`src/rtl/pwm_duty_meter_pkg.sv`:
```
// Shared types and constants for the PWM duty meter: FSM states, breath direction codes
// and the direction compare helper.
package pwm_duty_meter_pkg;

    localparam int unsigned CNT_W_DEF   = 18;
    localparam int unsigned TIMEOUT_DEF = 200_000;

    typedef enum logic [1:0] {
        ST_IDLE   = 2'd0,
        ST_HIGH   = 2'd1,
        ST_LOW    = 2'd2,
        ST_STATIC = 2'd3
    } state_t;

    localparam logic [1:0] DIR_HOLD = 2'b00;
    localparam logic [1:0] DIR_UP   = 2'b01;
    localparam logic [1:0] DIR_DOWN = 2'b10;

    // Direction of a new high width relative to the previous one; HOLD when there is no history.
    function automatic logic [1:0] breath_dir_of(input logic [31:0] cur,
                                                 input logic [31:0] prev,
                                                 input logic        known);
        if (!known || cur == prev) begin
            return DIR_HOLD;
        end
        return (cur > prev) ? DIR_UP : DIR_DOWN;
    endfunction

endpackage

```
`src/rtl/pwm_duty_meter_edge_sync.sv`:
```
// Two-flop synchronizer plus delay flop; gives a clean level and single-cycle rise/fall strobes.
// Usable for any slow asynchronous input (keys, serial lines).
module edge_sync (
    input  logic clk,
    input  logic rst_n,
    input  logic din,
    output logic level,
    output logic rise_c,
    output logic fall_c
);

    logic s1;
    logic s2;
    logic dly;

    always_ff @(posedge clk or negedge rst_n) begin
        if (!rst_n) begin
            s1  <= 1'b0;
            s2  <= 1'b0;
            dly <= 1'b0;
        end else begin
            s1  <= din;
            s2  <= s1;
            dly <= s2;
        end
    end

    assign level  = s2;
    assign rise_c = s2 & ~dly;
    assign fall_c = ~s2 & dly;

endmodule

```
`src/rtl/pwm_duty_meter.sv`:
```
// Measures high width and period of a PWM line in clock cycles, reports the breath direction
// per completed period and flags a line that has stopped toggling.
module pwm_duty_meter
    import pwm_duty_meter_pkg::*;
#(
    parameter int unsigned      CNT_W       = CNT_W_DEF,
    parameter logic [CNT_W-1:0] TIMEOUT_MAX = CNT_W'(TIMEOUT_DEF)
) (
    input  logic             sys_clk,
    input  logic             sys_rst_n,
    input  logic             pwm_in,
    output logic [CNT_W-1:0] high_width,
    output logic [CNT_W-1:0] period,
    output logic             duty_valid,
    output logic [1:0]       breath_dir,
    output logic             stuck,
    output logic             stuck_level
);

    logic             level;
    logic             rise_c;
    logic             fall_c;
    logic             at_max_c;
    logic [CNT_W-1:0] cnt;
    logic [CNT_W-1:0] hw_tmp;
    logic [CNT_W-1:0] prev_hw;
    logic             have_prev;
    state_t           state;

    edge_sync u_edge_sync (
        .clk    (sys_clk),
        .rst_n  (sys_rst_n),
        .din    (pwm_in),
        .level  (level),
        .rise_c (rise_c),
        .fall_c (fall_c)
    );

    assign at_max_c = (cnt >= TIMEOUT_MAX);

    // Cycles since the last detected rise; restarts at 1 on a rise and saturates at the timeout.
    always_ff @(posedge sys_clk or negedge sys_rst_n) begin
        if (!sys_rst_n) begin
            cnt <= '0;
        end else if (rise_c) begin
            cnt <= CNT_W'(1);
        end else if (!at_max_c) begin
            cnt <= cnt + CNT_W'(1);
        end
    end

    // Measurement FSM with registered results; a period is only reported when both of its rises were seen.
    always_ff @(posedge sys_clk or negedge sys_rst_n) begin
        if (!sys_rst_n) begin
            state       <= ST_IDLE;
            hw_tmp      <= '0;
            prev_hw     <= '0;
            have_prev   <= 1'b0;
            high_width  <= '0;
            period      <= '0;
            duty_valid  <= 1'b0;
            breath_dir  <= DIR_HOLD;
            stuck       <= 1'b0;
            stuck_level <= 1'b0;
        end else begin
            duty_valid <= 1'b0;
            case (state)
                ST_IDLE: begin
                    if (rise_c) begin
                        state <= ST_HIGH;
                    end else if (at_max_c) begin
                        state       <= ST_STATIC;
                        stuck       <= 1'b1;
                        stuck_level <= level;
                        have_prev   <= 1'b0;
                    end
                end
                ST_HIGH: begin
                    if (fall_c) begin
                        state  <= ST_LOW;
                        hw_tmp <= cnt;
                    end else if (at_max_c) begin
                        state       <= ST_STATIC;
                        stuck       <= 1'b1;
                        stuck_level <= 1'b1;
                        have_prev   <= 1'b0;
                    end
                end
                ST_LOW: begin
                    if (rise_c) begin
                        state      <= ST_HIGH;
                        high_width <= hw_tmp;
                        period     <= cnt;
                        duty_valid <= 1'b1;
                        breath_dir <= breath_dir_of(32'(hw_tmp), 32'(prev_hw), have_prev);
                        prev_hw    <= hw_tmp;
                        have_prev  <= 1'b1;
                    end else if (at_max_c) begin
                        state       <= ST_STATIC;
                        stuck       <= 1'b1;
                        stuck_level <= 1'b0;
                        have_prev   <= 1'b0;
                    end
                end
                ST_STATIC: begin
                    if (rise_c) begin
                        state       <= ST_HIGH;
                        stuck       <= 1'b0;
                        stuck_level <= 1'b0;
                    end else begin
                        stuck_level <= level;
                    end
                end
                default: begin
                    state <= ST_IDLE;
                end
            endcase
        end
    end

endmodule

```
`config.mk`:
```
export PLATFORM = sky130hd
export DESIGN_NAME = pwm_duty_meter
export DESIGN_NICKNAME = d
export VERILOG_FILES = /design/src/rtl/pwm_duty_meter_pkg.sv /design/src/rtl/pwm_duty_meter_edge_sync.sv /design/src/rtl/pwm_duty_meter.sv
export SDC_FILE = /design/constraint.sdc
export NUM_CORES = 1
export LEC_CHECK = 0
export CORE_ASPECT_RATIO = 1.25
export CORE_UTILIZATION = 55
export DETAILED_ROUTE_END_ITERATION = 8
export DONT_BUFFER_PORTS = 1
export PLACE_DENSITY_LB_ADDON = 0.25
export SYNTH_ARGS = -nofsm -noshare
export SYNTH_HDL_FRONTEND = slang
export SYNTH_SLANG_ARGS = --single-unit
```
`constraint.sdc`:
```
create_clock -name sys_clk -period 2.2 [get_ports sys_clk]
set_input_delay 0.22 -clock sys_clk [delete_from_list [all_inputs] [get_ports sys_clk]]
set_output_delay 0.22 -clock sys_clk [all_outputs]
set_load 0.005 [all_outputs]
```
### Word level (Yosys, flattened, before mapping)

Cells that the tools add are included.

| cells by class | value |
|---|---|
| add/subtract/negate cells | 1 |
| multiply operators | 0 |
| div/mod/pow operators | 0 |
| order comparisons | 2 |
| equal/unequal tests | 13 |
| shifts and indexed selects | 0 |
| mux-type cells | 33 |
| bitwise operators | 4 |
| reduce and logical (&&, ||, !) cells | 10 |

Operator list:

| cell | count |
|---|---|
| $mux W18 | 2 |
| $mux W1 | 20 |
| $add A18 B1 Y18 const B | 1 |
| $eq A18 B18 Y1 | 1 |
| $ge A18 B18 Y1 const B | 1 |
| $gt A18 B18 Y1 | 1 |
| $ne A2 B2 Y1 const B | 9 |
| $mux W2 | 7 |
| $pmux W1 S3 | 2 |
| $pmux W2 S3 | 1 |
| $reduce_and A3 Y1 | 2 |
| $reduce_and A6 Y1 | 1 |
| $eq A2 B2 Y1 const B | 2 |
| $pmux W1 S4 | 1 |
| $reduce_and A2 Y1 | 2 |
| $reduce_bool A3 Y1 | 1 |
| $and A1 B1 Y1 | 2 |
| $eq A2 B1 Y1 const B | 1 |
| $logic_not A2 Y1 | 1 |
| $not A1 Y1 | 2 |
| $reduce_or A2 Y1 | 1 |
| $logic_not A1 Y1 | 1 |
| $logic_or A1 B1 Y1 | 1 |

| storage, ports and cells | value |
|---|---|
| register bits | 83 |
| bits in latches | 0 |
| RAM bits | 0 |
| memory bits (read-only) | 0 |
| logic and storage cells | 76 |
| memories kept | 0 |

### Logic depth before layout (Yosys ltp)

Gate-level depths: netlist (run 1).

| depth | value |
|---|---|
| depth after elaboration | 6 |
| mapped depth | 9 |

### Cells and area by module

From an unflattened synthesis (run 1), not the netlist that was laid out.

| second synthesis, totals | value |
|---|---|
| cell total of the unflattened synthesis | 393 |
| area total of the unflattened synthesis | 3,896.2 sq um |

Modules (own cells, without submodules):

| module | instances | cells an instance | area an instance (sq um) |
|---|---|---|---|
| pwm_duty_meter | 1 | 388 | 3,806.2 |
| edge_sync | 1 | 5 | 90.1 |

### Least setup slack after synthesis (run 1)

No wires, ideal clock.

| path | value |
|---|---|
| path kind | register to register |
| from | reg cnt[14] |
| to | reg cnt[10] |
| setup time | 0.078 ns |
| arrival time | 1.698 ns |
| data required time | 2.122 ns |
| slack | 0.424 ns |
| cell stages (with the launch flop) | 6 |
| period minus slack after synthesis | 1.776 ns |
| cell sequence | dfrtp_1 nor4_4 and4_4 a21oi_4 or4_1 a21oi_1 |

| on the way | value |
|---|---|
| longest elaborated chain between the ends | 2 |

RTL lines:

| what | RTL line | text |
|---|---|---|
| from (decl) | pwm_duty_meter.sv:24 | `logic [CNT_W-1:0] cnt;` |
| from (signal assigned) | pwm_duty_meter.sv:48 | `cnt <= cnt + CNT_W'(1);` |
| $ge A18 B18 Y1 | pwm_duty_meter.sv:39 | `assign at_max_c = (cnt >= TIMEOUT_MAX);` |
| $ne A2 B2 Y1 (no line) | - |  |

No other way between the ends.
A chain may end at the register's enable or synchronous reset.

### Final worst setup path (run 1)

| path | value |
|---|---|
| from | reg cnt[14] |
| to | reg cnt[8] |

The elaborated chain is that of the path after synthesis.

==> results.cfg, run 1 <==
[drt]
post_drt_wl_per_cell_microns = 17.1
viasPerCell = 5.89
totalWireLength_microns = 7970
drc = 0
ant_nets = 0
drt_first_pass_iters = 4
vias = 2744
first_iter_violations = 229

[floorplan]
initial_core_util_pct = 56.6
die_x_microns = 77.6
num_rows = 34
design.core.area_sq_um = 6930
ios = 44
die-area_sq_um = 7480
die_h_microns = 96.5

[timing]
maxSlewHeadroom_pct = 62.2
max_freq_mhz = 483
fin_crit_sh_pct = 94.1
setup_violations = 0
slew_viol_final = 0
layout_min_cycle_time_ns = 2.07
hold_viol_final = 0
tightestPinTransition_ns = 0.566
setup_ws_ns = 0.131
finClkSkew_ns = 0.00827

[outcome]
status = finished, final reports clean

[cells_and_area]
finalNonFillerCells = 466
antennaDiodeCount = 0
drive_gt1_share_pct = 21.0
area_delta_synth_final_pct = 11.6
stdcell_area_sq_um = 4380
nets = 394

[grt]
grt_busiest_layer = met2
overflow = 0
gr-usage-all-layers_pct = 22.8
use_met2_pct = 37.3
grt_pass1_wl_microns = 12800
use_met3_pct = 4.04
grtUsageMet1_pct = 29.0
grt_max_degree = 84
antenna_found_initial = 0
grt_pass1_vias = 2568

[logic_synthesis]
synth_cell_types = 45
syn_inst = 358
synth_area_leaders = dfrtp_1 53%, mux2_2 10%, ha_1 6.4%
ys.flop_type = dfrtp_1
syn_avg_cell_area_sq_um = 11.0
yosys_register_bits = 83
synth_area_sq_um = 3930
synth_edf_count = 0
yosysSeqAreaShare_pct = 52.9
ys_warn_count = 0
synth.largest_area_cell = dfrtp_1
ys_async_sr_fraction_pct = 100
synthesis.nets = 381
synth_top_area_share_pct = 52.9

[critical_path]
worst_setup_path_end_kind = flip-flop
startpoint_type = flip-flop
worstPathMaxFanout = 8
crit_type = reg -> reg
cp.required_ns = 2.46
worstPathArrival_ns = 2.33
reg2regPathDepth = 5

[cts]
h-tree-depth = 3
tritoncts = built
cts.clk_slew.worst_paths_ns = 0.08
cts_sinks = 83
cts_root_buf = clkbuf_8
cts_max_path_buffers = 2
cts_setup_buffers = 0
clock_latency_ns = 0.35
numCtsBuffers = 9

[place]
place_ws_ns = 0.0999
post-place-cells = 447
dpl_cell_area_sq_um = 4100
dp_hpwl_microns = 5400
place.gp.congestion = 0.861
place.port_buffers = 0

[power_and_ir_drop]
ir_worst_vdd_v = 0.000462
p_leak_nw = 2.04
cellPowerDensity_nw_per_um2 = 864

[min_path]
whs_path_depth = 0
min_path_type = reg -> reg

[flow_run]
drv_cap = 0
final timing paths:
check,slack [ns],from,to
min in group asynchronous,0.44,sys_rst_n,prev_hw[6]$_DFFE_PN0P_
min reg2reg,0.36,u_edge_sync.s1$_DFF_PN0_,u_edge_sync.level$_DFF_PN0_
max reg2reg,0.13,cnt[14]$_DFFE_PN0P_,cnt[8]$_DFFE_PN0P_
max,0.13,cnt[14]$_DFFE_PN0P_,cnt[8]$_DFFE_PN0P_
min,0.36,u_edge_sync.s1$_DFF_PN0_,u_edge_sync.level$_DFF_PN0_
max in group asynchronous,1.43,sys_rst_n,cnt[5]$_DFFE_PN0P_
per-layer routing:
| layer | up-vias | share of wire, % |
|---|---|---|
| li1 | 1305 | - |
| met1 | 1362 | 45 |
| met2 | 59 | 49 |
| met3 | 18 | 3.5 |
| met4 | 0 | 2.4 |
| met5 | - | 0 |
sequential cells by signal, indices dropped and copies added, names as in the netlist, 2 cells and up:
signal,cells
prev_hw,18
hw_tmp,18
cnt,18
breath_dir,2
state,2
period,18
placed cells by master (no fill, tap or decap), types with 3 or more instances in the layout:
cell / instances
mux2_2: 36
inv_1: 21
clkbuf_8: 10
nand4_1: 8
nand3_1: 10
nand2_1: 37
or4_1: 7
nor2b_1: 3
o31ai_1: 6
nor2_1: 10
buf_4: 16
and3_1: 3
a21oi_1: 25
o21ai_0: 32
ha_1: 20
or3_1: 7
dfrtp_1: 83
cells in the mapped netlist (all sizes together) (2+ instances only):
cell,instances
nand3b,2
and3,3
o31ai,6
nor2,10
and4,3
xnor2,2
nor2b,3
clkbuf,7
or4,7
buf,10
or3,7
mux2,36
a21oi,27
o21ai,33
o211ai,2
ha,20
nand3,11
nand2,37
inv,21
dfrtp,83
nor4,2
a21o,4
nand4,8
nor3,2
area by class of cell:
| class | count | area [sq um] |
|---|---|---|
| fillers | 549 | 2550 |
| flip-flops and latches | 83 | 2080 |
| multi-input cells | 237 | 1720 |
| repair buffers | 19 | 168 |
| clock buffers | 10 | 138 |
| well taps | 90 | 113 |
| clock inverters | 6 | 87.6 |
| inverters | 21 | 78.8 |
timing repair:
item	in CTS	in global routing
endpoints found under the setup margin	0	2
hold endpoints to repair	84	0
resized for setup	0	1
hold buffers	3	0
power breakdown:
group	switching (W)	internal, W
clock network	0.000549	0.000672
registers	0.000146	0.00171
logic	0.000371	0.000338
critical path, stage by stage (launching register included):
cell     delay, ns
dfrtp_1       0.49
nor4_4        0.42
and4_4        0.30
a21oi_4       0.09
or4_1         0.49
a21oi_1       0.19
stage by stage:
| step | TNS (ns) | power, W | util [%] | hold slack [ns] |
|---|---|---|---|---|
| 6_report | 0 | 0.00378 | 63.2 | 0.357 |
| 5_1_grt | -0.0167 | 0.00400 | 63.2 | 0.364 |
| 4_1_cts | 0 | 0.00383 | 63.0 | 0.360 |
| 3_5_place_dp | 0 | 0.00257 | 59.1 | -0.0732 |
| 3_3_place_gp | 0 | 0.00254 | 59.1 | -0.0728 |
| 2_1_floorplan | 0 | 0.00234 | - | -0.0756 |
logic make-up (layout without fill, tap and decap cells):
family,Yosys count,after routing,synth area share (%)
XOR/XNOR,2,2,0.446
AND/OR/NAND/NOR,99,99,13.6
adder cells (fa/ha/maj),20,20,6.38
flip-flops,83,83,52.9
buffers and inverters,38,56,3.89
multiplexers,36,36,10.3
AO/OA/AOI/OAI,80,80,12.4
Power figures use the tool's default switching activity.
==> run 2, diff against run 1 <==
--- a/config.mk
+++ b/config.mk
@@ -8,7 +8,6 @@
 export CORE_ASPECT_RATIO = 1.25
 export CORE_UTILIZATION = 55
 export DETAILED_ROUTE_END_ITERATION = 8
-export DONT_BUFFER_PORTS = 1
 export PLACE_DENSITY_LB_ADDON = 0.25
 export SYNTH_ARGS = -nofsm -noshare
 export SYNTH_HDL_FRONTEND = slang
==> run 2 against run 1 <==
Sequential cell count unchanged. Register-to-register slack better by 0.09 ns. Sequential share of layout area down 4.3 points. Count of clock-buffer cells in the layout unchanged. Routed wire length up 4.9%. Critical path type unchanged. Critical endpoint is now cnt[9]$_DFFE_PN0P_.
==> results.cfg, run 2 (synthesis results as in run 1) <==
[power_and_ir_drop]
p_sw_w = 0.00111
p_sw_share_pct = 28.8
p_int_w = 0.00275
ir_worst_vdd_v = 0.000556
power_frac_comb_pct = 23.1
power.total_w = 0.00387
cellPowerDensity_nw_per_um2 = 803
clkPwrFrac_pct = 29.1
seqPwrFrac_pct = 47.8
p_leak_nw = 2.19

[cts]
postCtsResizedCells = 0
clock_latency_ns = 0.35
numCtsBuffers = 9
h-tree-depth = 3
tritoncts = built
cts_root_buf = clkbuf_8
cts_max_path_buffers = 2
cts_sinks = 83
cts.clk_slew.worst_paths_ns = 0.08

[critical_path]
startpoint_type = flip-flop
worstPathMaxFanout = 21
worst_path_largest_cell_delay_ns = 0.47
crit_type = reg -> reg
slowest_stage = or4_1
path_cells = nor4_4 -> a21oi_2 -> buf_4 -> or4_1 -> a21oi_1
worstPathArrival_ns = 2.25
cp.required_ns = 2.47
worst_setup_path_end_kind = flip-flop

[floorplan]
initial_core_util_pct = 56.6
die-area_sq_um = 7480
die_h_microns = 96.5
die_x_microns = 77.6
num_rows = 34
design.core.area_sq_um = 6930
ios = 44

[cells_and_area]
final_cell_mix = 83 x dfrtp_1, 42 x clkdlybuf4s50_1, 37 x nand2_1, 36 x mux2_2, 32 x o21ai_0
drive_gt1_share_pct = 20.1
area_delta_synth_final_pct = 22.7
finalNonFillerCells = 513
nets = 441
antennaDiodeCount = 0
final_common_cell = dfrtp_1

[timing]
max_freq_mhz = 505
setup_ws_ns = 0.221
setup_violations = 0
finClkSkew_ns = 0.0113
holdWs_ns = 0.313
fin_crit_sh_pct = 90.0
layout_min_cycle_time_ns = 1.98
maxSlewHeadroom_pct = 49.8
hold_viol_final = 0
rsz0062_at_grt = no
timing.setup.tns_ns = 0
slew_viol_final = 0
tightestPinTransition_ns = 0.754

[grt]
grt_max_degree = 50
antenna_found_initial = 0
gr-usage-all-layers_pct = 24.3
grt_pass1_vias = 2835
overflow = 0
grt_pass1_wl_microns = 13600

[place]
post-place-cells = 496
place.port_buffers = 43
place.gp.congestion = 0.931
dp_hpwl_microns = 6010
place_ws_ns = 0.263

[drt]
viasPerCell = 5.69
totalWireLength_microns = 8350
first_iter_violations = 158
post_drt_wl_per_cell_microns = 16.3
ant_nets = 0
drt_first_pass_iters = 4
vias = 2918
drc = 0

[outcome]
status = finished, final reports clean

[min_path]
min_path_type = in -> reg

[flow_run]
drv_cap = 0
[run 2: cell count changes in the layout (fill, tap and decap cells not counted), sizes merged]
| cell | before | now |
|---|---|---|
| dlygate4sd3 | 2 | 1 |
| clkinv | 3 | 1 |
| inv | 22 | 23 |
| clkdlybuf4s50 | 0 | 42 |
| bufinv | 2 | 1 |
| buf | 17 | 23 |
| clkinvlp | 0 | 2 |
[run 2: metrics by stage]
step                      cell area [sq um]  util (%)
after floorplan                        3930         -
after global placement                 4600      66.3
after detailed placement               4600      66.3
after CTS                              4820      69.5
after global routing                   4820      69.5
final                                  4820      69.5
[run 2: final cells by class]
class	count	area (sq um)
Tap cell	90	113
Inverter	21	78.8
Timing Repair Buffer	66	628
Sequential cell	83	2080
Multi-Input combinational cell	237	1710
Clock buffer	10	138
Fill cell	520	2120
Clock inverter	6	71.3
[run 2: path summary, 6_finish.rpt]
| check | start | end | slack [ns] | cells past startpoint |
|---|---|---|---|---|
| max | cnt[14]$_DFFE_PN0P_ | cnt[9]$_DFFE_PN0P_ | 0.22 | 5 |
| min | pwm_in | u_edge_sync.s1$_DFF_PN0_ | 0.31 | 1 |
| max reg2reg | cnt[14]$_DFFE_PN0P_ | cnt[9]$_DFFE_PN0P_ | 0.22 | 5 |
| min reg2reg | u_edge_sync.s1$_DFF_PN0_ | u_edge_sync.level$_DFF_PN0_ | 0.36 | 0 |
| max in group asynchronous | sys_rst_n | cnt[7]$_DFFE_PN0P_ | 1.24 | 3 |
| min in group asynchronous | sys_rst_n | prev_hw[1]$_DFFE_PN0P_ | 0.35 | 2 |
[run 2: worst max-delay path, delay by kind of cell (launching register included)]
family | cells | cell delay, ns
compound gates | 2 | 0.43
buf+inv | 1 | 0.23
simple gates | 2 | 0.82
flops | 1 | 0.42
[run 2: layer usage]
metal  up-vias  global-route usage, %  wire (microns)
met3        18                   4.04             312
li1       1403                      -               -
met4         0                   13.4             240
met1      1420                   30.9            3590
met2        77                   40.0            4210
met5         -                      0               0
[run 2: power by group through the flow]
stage	registers (W)	clock network, W	logic [W]
2_1_floorplan	0.00186	0	0.000486
4_1_cts	0.00185	0.00115	0.000899
6_report	0.00185	0.00113	0.000892
5_1_grt	0.00188	0.00121	0.000997
3_5_place_dp	0.00188	0	0.000882
3_3_place_gp	0.00187	0	0.000859
[run 2: repair_timing]
item,CTS,global route
hold buffers,1,0
setup buffers,0,0
endpoints found under the hold margin,34,0
